`src/rtl/ap_handshake_monitor.sv`:
```
// rtl/ap_handshake_monitor.sv - multi-channel ap_* handshake monitor with per-transaction record FIFO
module ap_handshake_monitor #(
  parameter int  NUM_CH     = 4,
  parameter int  CNT_W      = 32,
  parameter int  FIFO_DEPTH = 16,
  localparam int CH_W       = (NUM_CH > 1) ? $clog2(NUM_CH) : 1
) (
  input  logic                    clock,
  input  logic                    reset,
  input  logic                    finish,
  input  logic [NUM_CH-1:0]       ap_start,
  input  logic [NUM_CH-1:0]       ap_ready,
  input  logic [NUM_CH-1:0]       ap_done,
  input  logic [NUM_CH-1:0]       ap_continue,
  output logic                    rec_valid,
  input  logic                    rec_ready,
  output logic [CH_W-1:0]         rec_ch,
  output logic [CNT_W-1:0]        rec_start_cycle,
  output logic [CNT_W-1:0]        rec_latency,
  output logic [CNT_W-1:0]        rec_stall,
  output logic [CNT_W-1:0]        cycle_count,
  output logic [NUM_CH*CNT_W-1:0] txn_count,
  output logic                    overflow,
  output logic                    all_idle,
  output logic                    monitor_done
);

  localparam int AW    = $clog2(FIFO_DEPTH);
  localparam int REC_W = CH_W + 3 * CNT_W;
  localparam logic [CNT_W-1:0] CNT_MAX = '1;

  typedef enum logic [1:0] {S_IDLE = 2'd0, S_BUSY = 2'd1, S_DONE_WAIT = 2'd2} state_t;

  function automatic logic [CNT_W-1:0] sat_inc(input logic [CNT_W-1:0] v);
    return (v == CNT_MAX) ? v : v + CNT_W'(1);
  endfunction

  state_t             state_q    [NUM_CH];
  state_t             state_d    [NUM_CH];
  logic [CNT_W-1:0]   start_q    [NUM_CH];
  logic [CNT_W-1:0]   start_d    [NUM_CH];
  logic [CNT_W-1:0]   stall_q    [NUM_CH];
  logic [CNT_W-1:0]   stall_d    [NUM_CH];
  logic [CNT_W-1:0]   txn_q      [NUM_CH];
  logic [CNT_W-1:0]   txn_d      [NUM_CH];
  logic [REC_W-1:0]   pend_rec_q [NUM_CH];
  logic [REC_W-1:0]   pend_rec_d [NUM_CH];
  logic [NUM_CH-1:0]  pend_valid_q, pend_valid_d, complete;
  logic [CNT_W-1:0]   cycle_q, cycle_d;
  logic [CH_W-1:0]    rr_q, rr_d, grant_idx;
  logic               grant_valid, grant_en;
  logic [REC_W-1:0]   mem_q [FIFO_DEPTH];
  logic [AW-1:0]      wr_ptr_q, rd_ptr_q;
  logic [AW:0]        count_q, count_d;
  logic               fifo_full, push, pop;
  logic               overflow_q, overflow_d;
  logic               finish_q, finish_d;
  logic               done_q, done_d;
  logic               all_idle_d;
  logic               unused_ap_ready;

  // ap_ready is observed only; it never steers the channel FSMs
  assign unused_ap_ready = ^ap_ready;

  assign rec_valid = (count_q != '0);
  assign fifo_full = (count_q == (AW + 1)'(FIFO_DEPTH));
  assign pop       = rec_valid & rec_ready;
  assign push      = grant_en;
  assign {rec_ch, rec_start_cycle, rec_latency, rec_stall} = mem_q[rd_ptr_q];
  assign cycle_count  = cycle_q;
  assign overflow     = overflow_q;
  assign monitor_done = done_q;
  assign cycle_d      = sat_inc(cycle_q);
  assign finish_d     = finish_q | finish;

  // Round-robin pick among full pending registers, starting after the last grant
  always_comb begin
    grant_valid = 1'b0;
    grant_idx   = '0;
    for (int k = 0; k < NUM_CH; k++) begin
      if (!grant_valid && pend_valid_q[(int'(rr_q) + k) % NUM_CH]) begin
        grant_valid = 1'b1;
        grant_idx   = CH_W'((int'(rr_q) + k) % NUM_CH);
      end
    end
    grant_en = grant_valid & (~fifo_full | pop);
    rr_d     = grant_en ? CH_W'((int'(grant_idx) + 1) % NUM_CH) : rr_q;
  end

  // Per-channel transaction FSM, measurement counters and pending record slot
  always_comb begin
    overflow_d = overflow_q;
    all_idle_d = 1'b1;
    for (int ch = 0; ch < NUM_CH; ch++) begin
      state_d[ch]  = state_q[ch];
      start_d[ch]  = start_q[ch];
      stall_d[ch]  = stall_q[ch];
      complete[ch] = 1'b0;
      case (state_q[ch])
        S_IDLE: begin
          if (ap_start[ch]) begin
            state_d[ch] = S_BUSY;
            start_d[ch] = cycle_q;
            stall_d[ch] = '0;
          end
        end
        S_BUSY: begin
          if (ap_done[ch]) begin
            if (ap_continue[ch]) begin
              complete[ch] = 1'b1;
              state_d[ch]  = S_IDLE;
            end else begin
              state_d[ch] = S_DONE_WAIT;
              stall_d[ch] = CNT_W'(1);
            end
          end
        end
        S_DONE_WAIT: begin
          if (ap_continue[ch]) begin
            complete[ch] = 1'b1;
            state_d[ch]  = S_IDLE;
          end else begin
            stall_d[ch] = sat_inc(stall_q[ch]);
          end
        end
        default: state_d[ch] = S_IDLE;
      endcase
      txn_d[ch]        = complete[ch] ? sat_inc(txn_q[ch]) : txn_q[ch];
      pend_rec_d[ch]   = pend_rec_q[ch];
      pend_valid_d[ch] = pend_valid_q[ch] & ~(grant_en && (grant_idx == CH_W'(ch)));
      if (complete[ch]) begin
        if (pend_valid_d[ch]) begin
          overflow_d = 1'b1;
        end else begin
          pend_valid_d[ch] = 1'b1;
          pend_rec_d[ch]   = {CH_W'(ch), start_q[ch], cycle_q - start_q[ch], stall_q[ch]};
        end
      end
      if (state_d[ch] != S_IDLE) all_idle_d = 1'b0;
    end
  end

  // Idle summary of the current channel states
  always_comb begin
    all_idle = 1'b1;
    for (int ch = 0; ch < NUM_CH; ch++) begin
      if (state_q[ch] != S_IDLE) all_idle = 1'b0;
    end
  end

  // Flattened per-channel completed-transaction counters
  always_comb begin
    txn_count = '0;
    for (int ch = 0; ch < NUM_CH; ch++) begin
      txn_count[ch*CNT_W +: CNT_W] = txn_q[ch];
    end
  end

  // FIFO occupancy and drain-complete detection on next-state values
  always_comb begin
    count_d = count_q;
    case ({push, pop})
      2'b10:   count_d = count_q + (AW + 1)'(1);
      2'b01:   count_d = count_q - (AW + 1)'(1);
      default: count_d = count_q;
    endcase
    done_d = done_q | (finish_d & all_idle_d & ~|pend_valid_d & (count_d == '0));
  end

  // Record storage; contents are don't-care until written
  always_ff @(posedge clock) begin
    if (push) mem_q[wr_ptr_q] <= pend_rec_q[grant_idx];
  end

  // State registers with synchronous reset
  always_ff @(posedge clock) begin
    if (reset) begin
      for (int ch = 0; ch < NUM_CH; ch++) begin
        state_q[ch]    <= S_IDLE;
        start_q[ch]    <= '0;
        stall_q[ch]    <= '0;
        txn_q[ch]      <= '0;
        pend_rec_q[ch] <= '0;
      end
      pend_valid_q <= '0;
      cycle_q      <= '0;
      rr_q         <= '0;
      wr_ptr_q     <= '0;
      rd_ptr_q     <= '0;
      count_q      <= '0;
      overflow_q   <= 1'b0;
      finish_q     <= 1'b0;
      done_q       <= 1'b0;
    end else begin
      for (int ch = 0; ch < NUM_CH; ch++) begin
        state_q[ch]    <= state_d[ch];
        start_q[ch]    <= start_d[ch];
        stall_q[ch]    <= stall_d[ch];
        txn_q[ch]      <= txn_d[ch];
        pend_rec_q[ch] <= pend_rec_d[ch];
      end
      pend_valid_q <= pend_valid_d;
      cycle_q      <= cycle_d;
      rr_q         <= rr_d;
      if (push) wr_ptr_q <= wr_ptr_q + AW'(1);
      if (pop)  rd_ptr_q <= rd_ptr_q + AW'(1);
      count_q      <= count_d;
      overflow_q   <= overflow_d;
      finish_q     <= finish_d;
      done_q       <= done_d;
    end
  end

endmodule

```
`config.mk`:
```
export PLATFORM = sky130hd
export DESIGN_NAME = ap_handshake_monitor
export DESIGN_NICKNAME = d
export VERILOG_FILES = /design/src/rtl/ap_handshake_monitor.sv
export SDC_FILE = /design/constraint.sdc
export NUM_CORES = 2
export LEC_CHECK = 0
export ABC_CLOCK_PERIOD_IN_PS = 22600
export CORE_MARGIN = 3
export CORE_UTILIZATION = 35
export CTS_BUF_LIST = sky130_fd_sc_hd__clkbuf_8
export DETAILED_ROUTE_END_ITERATION = 7
export GPL_ROUTABILITY_DRIVEN = 0
export PLACE_DENSITY_LB_ADDON = 0.05
export SYNTH_ARGS = -nofsm -noshare
export SYNTH_HDL_FRONTEND = slang
export SYNTH_SLANG_ARGS = --single-unit
```
`constraint.sdc`:
```
create_clock -name clock -period 22.6 [get_ports clock]
set_input_delay 3.39 -clock clock [delete_from_list [all_inputs] [get_ports clock]]
set_output_delay 3.39 -clock clock [all_outputs]
set_load 0.01 [all_outputs]
```
==> impl_metrics.csv <==
group,metric,value,unit
synth,ys_warn_count,0,
drt,via_count,62900,
min_path,min_to,"start_q[2][10]",
cts,clkTransAtPathRegs,0.06,ns
setup_path,cpPeakStageDelay,0.87,ns
synth,synth-async-reset-ratio,0,
setup_path,arrival,7.00,ns
sta,finalHoldViolations,0,
cts,cts_buffer_depth,4,
synth,syn_inst,7245,
synth,syn_nets,7430,
global_routing,grt_pass1_wl,449000,µm
floorplanning,die_y,547,µm
drt,firstDrtPassIters,7,
power_and_ir_drop,leakage,39.6,nW
drt,wire_per_inst,25.6,µm
min_path,min-delay-start,"start_q[2][10]",
setup_path,endpoint_kind,"output port",
setup_path,reg2reg_depth,10,
sta,post-route-period-util,0.460,
run,maxCapViolCount,0,
sta,finalSetupTns,0,ns
min_path,whs_path_depth,2,
global_routing,grt_max_degree,116,
setup_path,path_cells,"buf_4 -> buf_4 -> buf_4 -> buf_4 -> mux4_2 -> mux4_2 -> clkdlybuf4s50_1",
setup_path,r2r-end,"pend_rec_q[2][69]",
placed_design,dpl.cell_count,11300,
synth,synth_edf_count,1953,
sta,skew,0.0577,ns
cells_and_area,n_fill_cell,27100,
floorplanning,die_w,547,µm
power_and_ir_drop,power.share.clock,0.376,
global_routing,antenna_found_initial,18,
sta,rsz0062_at_grt,"false",
cts,cts_resized,0,
run_status,status,"complete, no violations",
cts,post_cts_buffers,0,
placed_design,io_buffers,277,
floorplanning,fp.coreArea,290000,µm²
floorplanning,rows,197,
setup_path,path_class,"flip-flop to output port",
setup_path,timing.rr.start,"pend_valid_q[0]",
power_and_ir_drop,power.density,85.4,nW/µm²
sta,setup_viol,0,
global_routing,first_global_vias,64500,
cells_and_area,area_growth,15.8,%
placed_design,dp_hpwl,189000,µm
sta,slew_viol_final,0,
setup_path,slowest_stage,"buf_4",
power_and_ir_drop,ir_drop,0.0903,mV
sta,fin_crit,10.39,ns
setup_path,path_max_fanout,44,
cells_and_area,instances_no_fill,12100,
synth,syn_area,102000,µm²
cts,root_buffer,"clkbuf_8",
sta,relSlewSlack,0.161,
setup_path,cp.required,19.21,ns
cts,cts_tree,"built",
power_and_ir_drop,intPower,0.00751,W
synth,ys_seq_elements,2405,
floorplanning,ios,282,
cts,hold_buffers,0,
cts,clock_latency,1.06,ns
synth,yosysSeqAreaShare,0.661,
power_and_ir_drop,seq_power_share,0.486,
synth,synth_ff_type,"edfxtp_1",
floorplanning,dieArea,299000,µm²
floorplanning,start_util,0.353,
power_and_ir_drop,switching_power,0.00262,W
drt,drc,0,
cells_and_area,nNetsFinal,8001,
global_routing,grt_use_total,0.202,
power_and_ir_drop,pwr-share-comb,0.138,
synth,synthDistinctLibCells,92,
min_path,hold_path.class,"flip-flop to flip-flop",
drt,viasPerCell,5.22,
setup_path,worst_setup_path_start_kind,"flip-flop",
cells_and_area,drive_above_1_share,0.164,
setup_path,cpMostUsedCell,"buf_4",
global_routing,grt_overflow,0,
cts,clock-sinks,2405,
power_and_ir_drop,p_sw_frac,0.259,
setup_path,rrSetupSlack,18.16,ns
cells_and_area,post-route-util,0.409,
drt,drtIter0Drc,4356,
drt,final_antenna_net_count,0,
drt,wirelength,308000,µm
synth,synth.avg_cell_area,14.1,µm²
cts,h-tree-depth,5,
cts,cts_buffers,424,
sta,worst_pin_slew,1.25,ns
sta,fmax,0.0963,GHz
critical path: cells and delay by family (launching register included):
| family | cells | cell delay, ns |
|---|---|---|
| buffers and inverters | 5 | 3.70 |
| multiplexers | 2 | 1.15 |
| flip-flops | 1 | 0.82 |
worst max path at each step:
stage / to / from
floorplan: mem_q[0][0] / rec_ready
global placement: rec_latency[18] / flip-flop
detailed placement: rec_latency[18] / flip-flop
CTS: rec_latency[18] / flip-flop
global route: rec_start_cycle[0] / flip-flop
finish: rec_start_cycle[3] / flip-flop
Yosys cell counts (10+ instances only):
library cell     n  area, µm²
clkbuf_1       287       1080
inv_1          215        807
mux2i_1         16        160
nor3_1          95        475
nand3_1        149        746
xnor2_1        147       1290
o21a_1          24        180
nor2b_1         34        213
buf_2           37        185
a21oi_1        363       1820
and3_1         150        938
o31ai_1         20        150
buf_1           36        135
a31oi_1        128        801
or2_2           17        106
nand2b_1        35        219
nor2_1         613       2300
a21o_1          77        578
nand3b_1        10       75.1
o211ai_1        11       82.6
o21ai_0        178        891
and4_1          33        289
a211oi_1        17        128
nor4_1          33        206
and2_1         156        976
nor3b_1         18        135
mux4_2         490      11000
ha_1           161       2010
nand2_1        866       3250
xor2_1         125       1090
dfxtp_1        452       9050
nand4_1         86        538
edfxtp_1      1953      58600
or3_1           55        344
o21bai_1        13       97.6
layer usage:
metal | global-route usage | vias up | wire, µm
met2 | 0.331 | 1390 | 147000
met4 | 0.0531 | 22 | 7230
met5 | 0 | - | 143
li1 | - | 28500 | -
met3 | 0.0335 | 467 | 14800
met1 | 0.278 | 32600 | 139000
layout by cell type (no fill, tap or decap), types with 15 or more instances in the layout:
| cell type | n |
|---|---|
| nor3_1 | 88 |
| and3_1 | 150 |
| nor4_1 | 33 |
| and2_1 | 154 |
| nor3b_1 | 18 |
| xnor2_1 | 147 |
| o31ai_1 | 20 |
| clkinv_1 | 94 |
| ha_1 | 161 |
| buf_4 | 233 |
| a211oi_1 | 17 |
| a21oi_1 | 363 |
| clkinv_2 | 28 |
| mux2i_1 | 16 |
| o21ai_0 | 178 |
| nand2_1 | 865 |
| a21o_1 | 77 |
| inv_1 | 374 |
| or2_2 | 15 |
| nand4_1 | 86 |
| nand2b_1 | 35 |
| nor2_1 | 601 |
| edfxtp_1 | 1953 |
| and4_1 | 33 |
| nand3_1 | 149 |
| xor2_1 | 125 |
| or3_1 | 51 |
| nor2b_1 | 34 |
| dfxtp_1 | 448 |
| mux4_2 | 490 |
| a31oi_1 | 122 |
| clkbuf_8 | 466 |
| o21a_1 | 24 |
| clkdlybuf4s50_1 | 276 |
final cells by class:
class,instances,area [µm²],share of cell area
multi-input combinational,4253,32600,0.275
sequential,2405,67700,0.571
antenna,3,7.51,0.0000633
timing repair buffer,514,4610,0.0389
tap,3880,4850,0.0410
clock inverter,312,1540,0.0130
inverter,218,831,0.00701
clock buffer,466,6410,0.0541
metrics by stage:
stage	cell area [µm²]	total power [W]	setup WS, ns	hold slack [ns]
floorplan	102000	0.00595	11.02	0.436
global placement	111000	0.00645	12.99	0.442
detailed placement	111000	0.00646	12.96	0.446
CTS	119000	0.0103	11.76	0.454
global route	119000	0.0106	11.47	0.470
finish	119000	0.0101	12.21	0.453
power groups by stage:
| stage | Clock (W) | Combinational [W] | Sequential, W |
|---|---|---|---|
| detailed placement | 0 | 0.00144 | 0.00502 |
| floorplan | 0 | 0.000953 | 0.00500 |
| global placement | 0 | 0.00144 | 0.00502 |
| CTS | 0.00396 | 0.00144 | 0.00492 |
| finish | 0.00381 | 0.00139 | 0.00492 |
| global route | 0.00415 | 0.00151 | 0.00493 |
state kept, by name, summed over array words and instances (netlist names), named ones only:
| register | cells |
|---|---|
| count_q | 5 |
| cycle_count | 32 |
| finish_q | 1 |
| mem_q | 1568 |
| monitor_done | 1 |
| overflow | 1 |
| pend_rec_q | 387 |
| pend_valid_q | 4 |
| rd_ptr_q | 4 |
| rr_q | 2 |
| stall_q | 128 |
| start_q | 128 |
| state_q | 8 |
| txn_q | 128 |
| wr_ptr_q | 4 |
logic make-up (layout without fill, tap and decap cells):
kind of cell	after synthesis	after routing	synth area share
other	0	3	0
DFF	2405	2405	0.661
muxes	507	507	0.110
adders and majority gates	165	165	0.0205
buffers and inverters	587	1510	0.0224
and+or+nand+nor	2378	2378	0.108
AOI/OAI and AO/OA	931	931	0.0549
xor gates and xnor gates	272	272	0.0233
No activity file was read; power rests on OpenSTA's default activity.
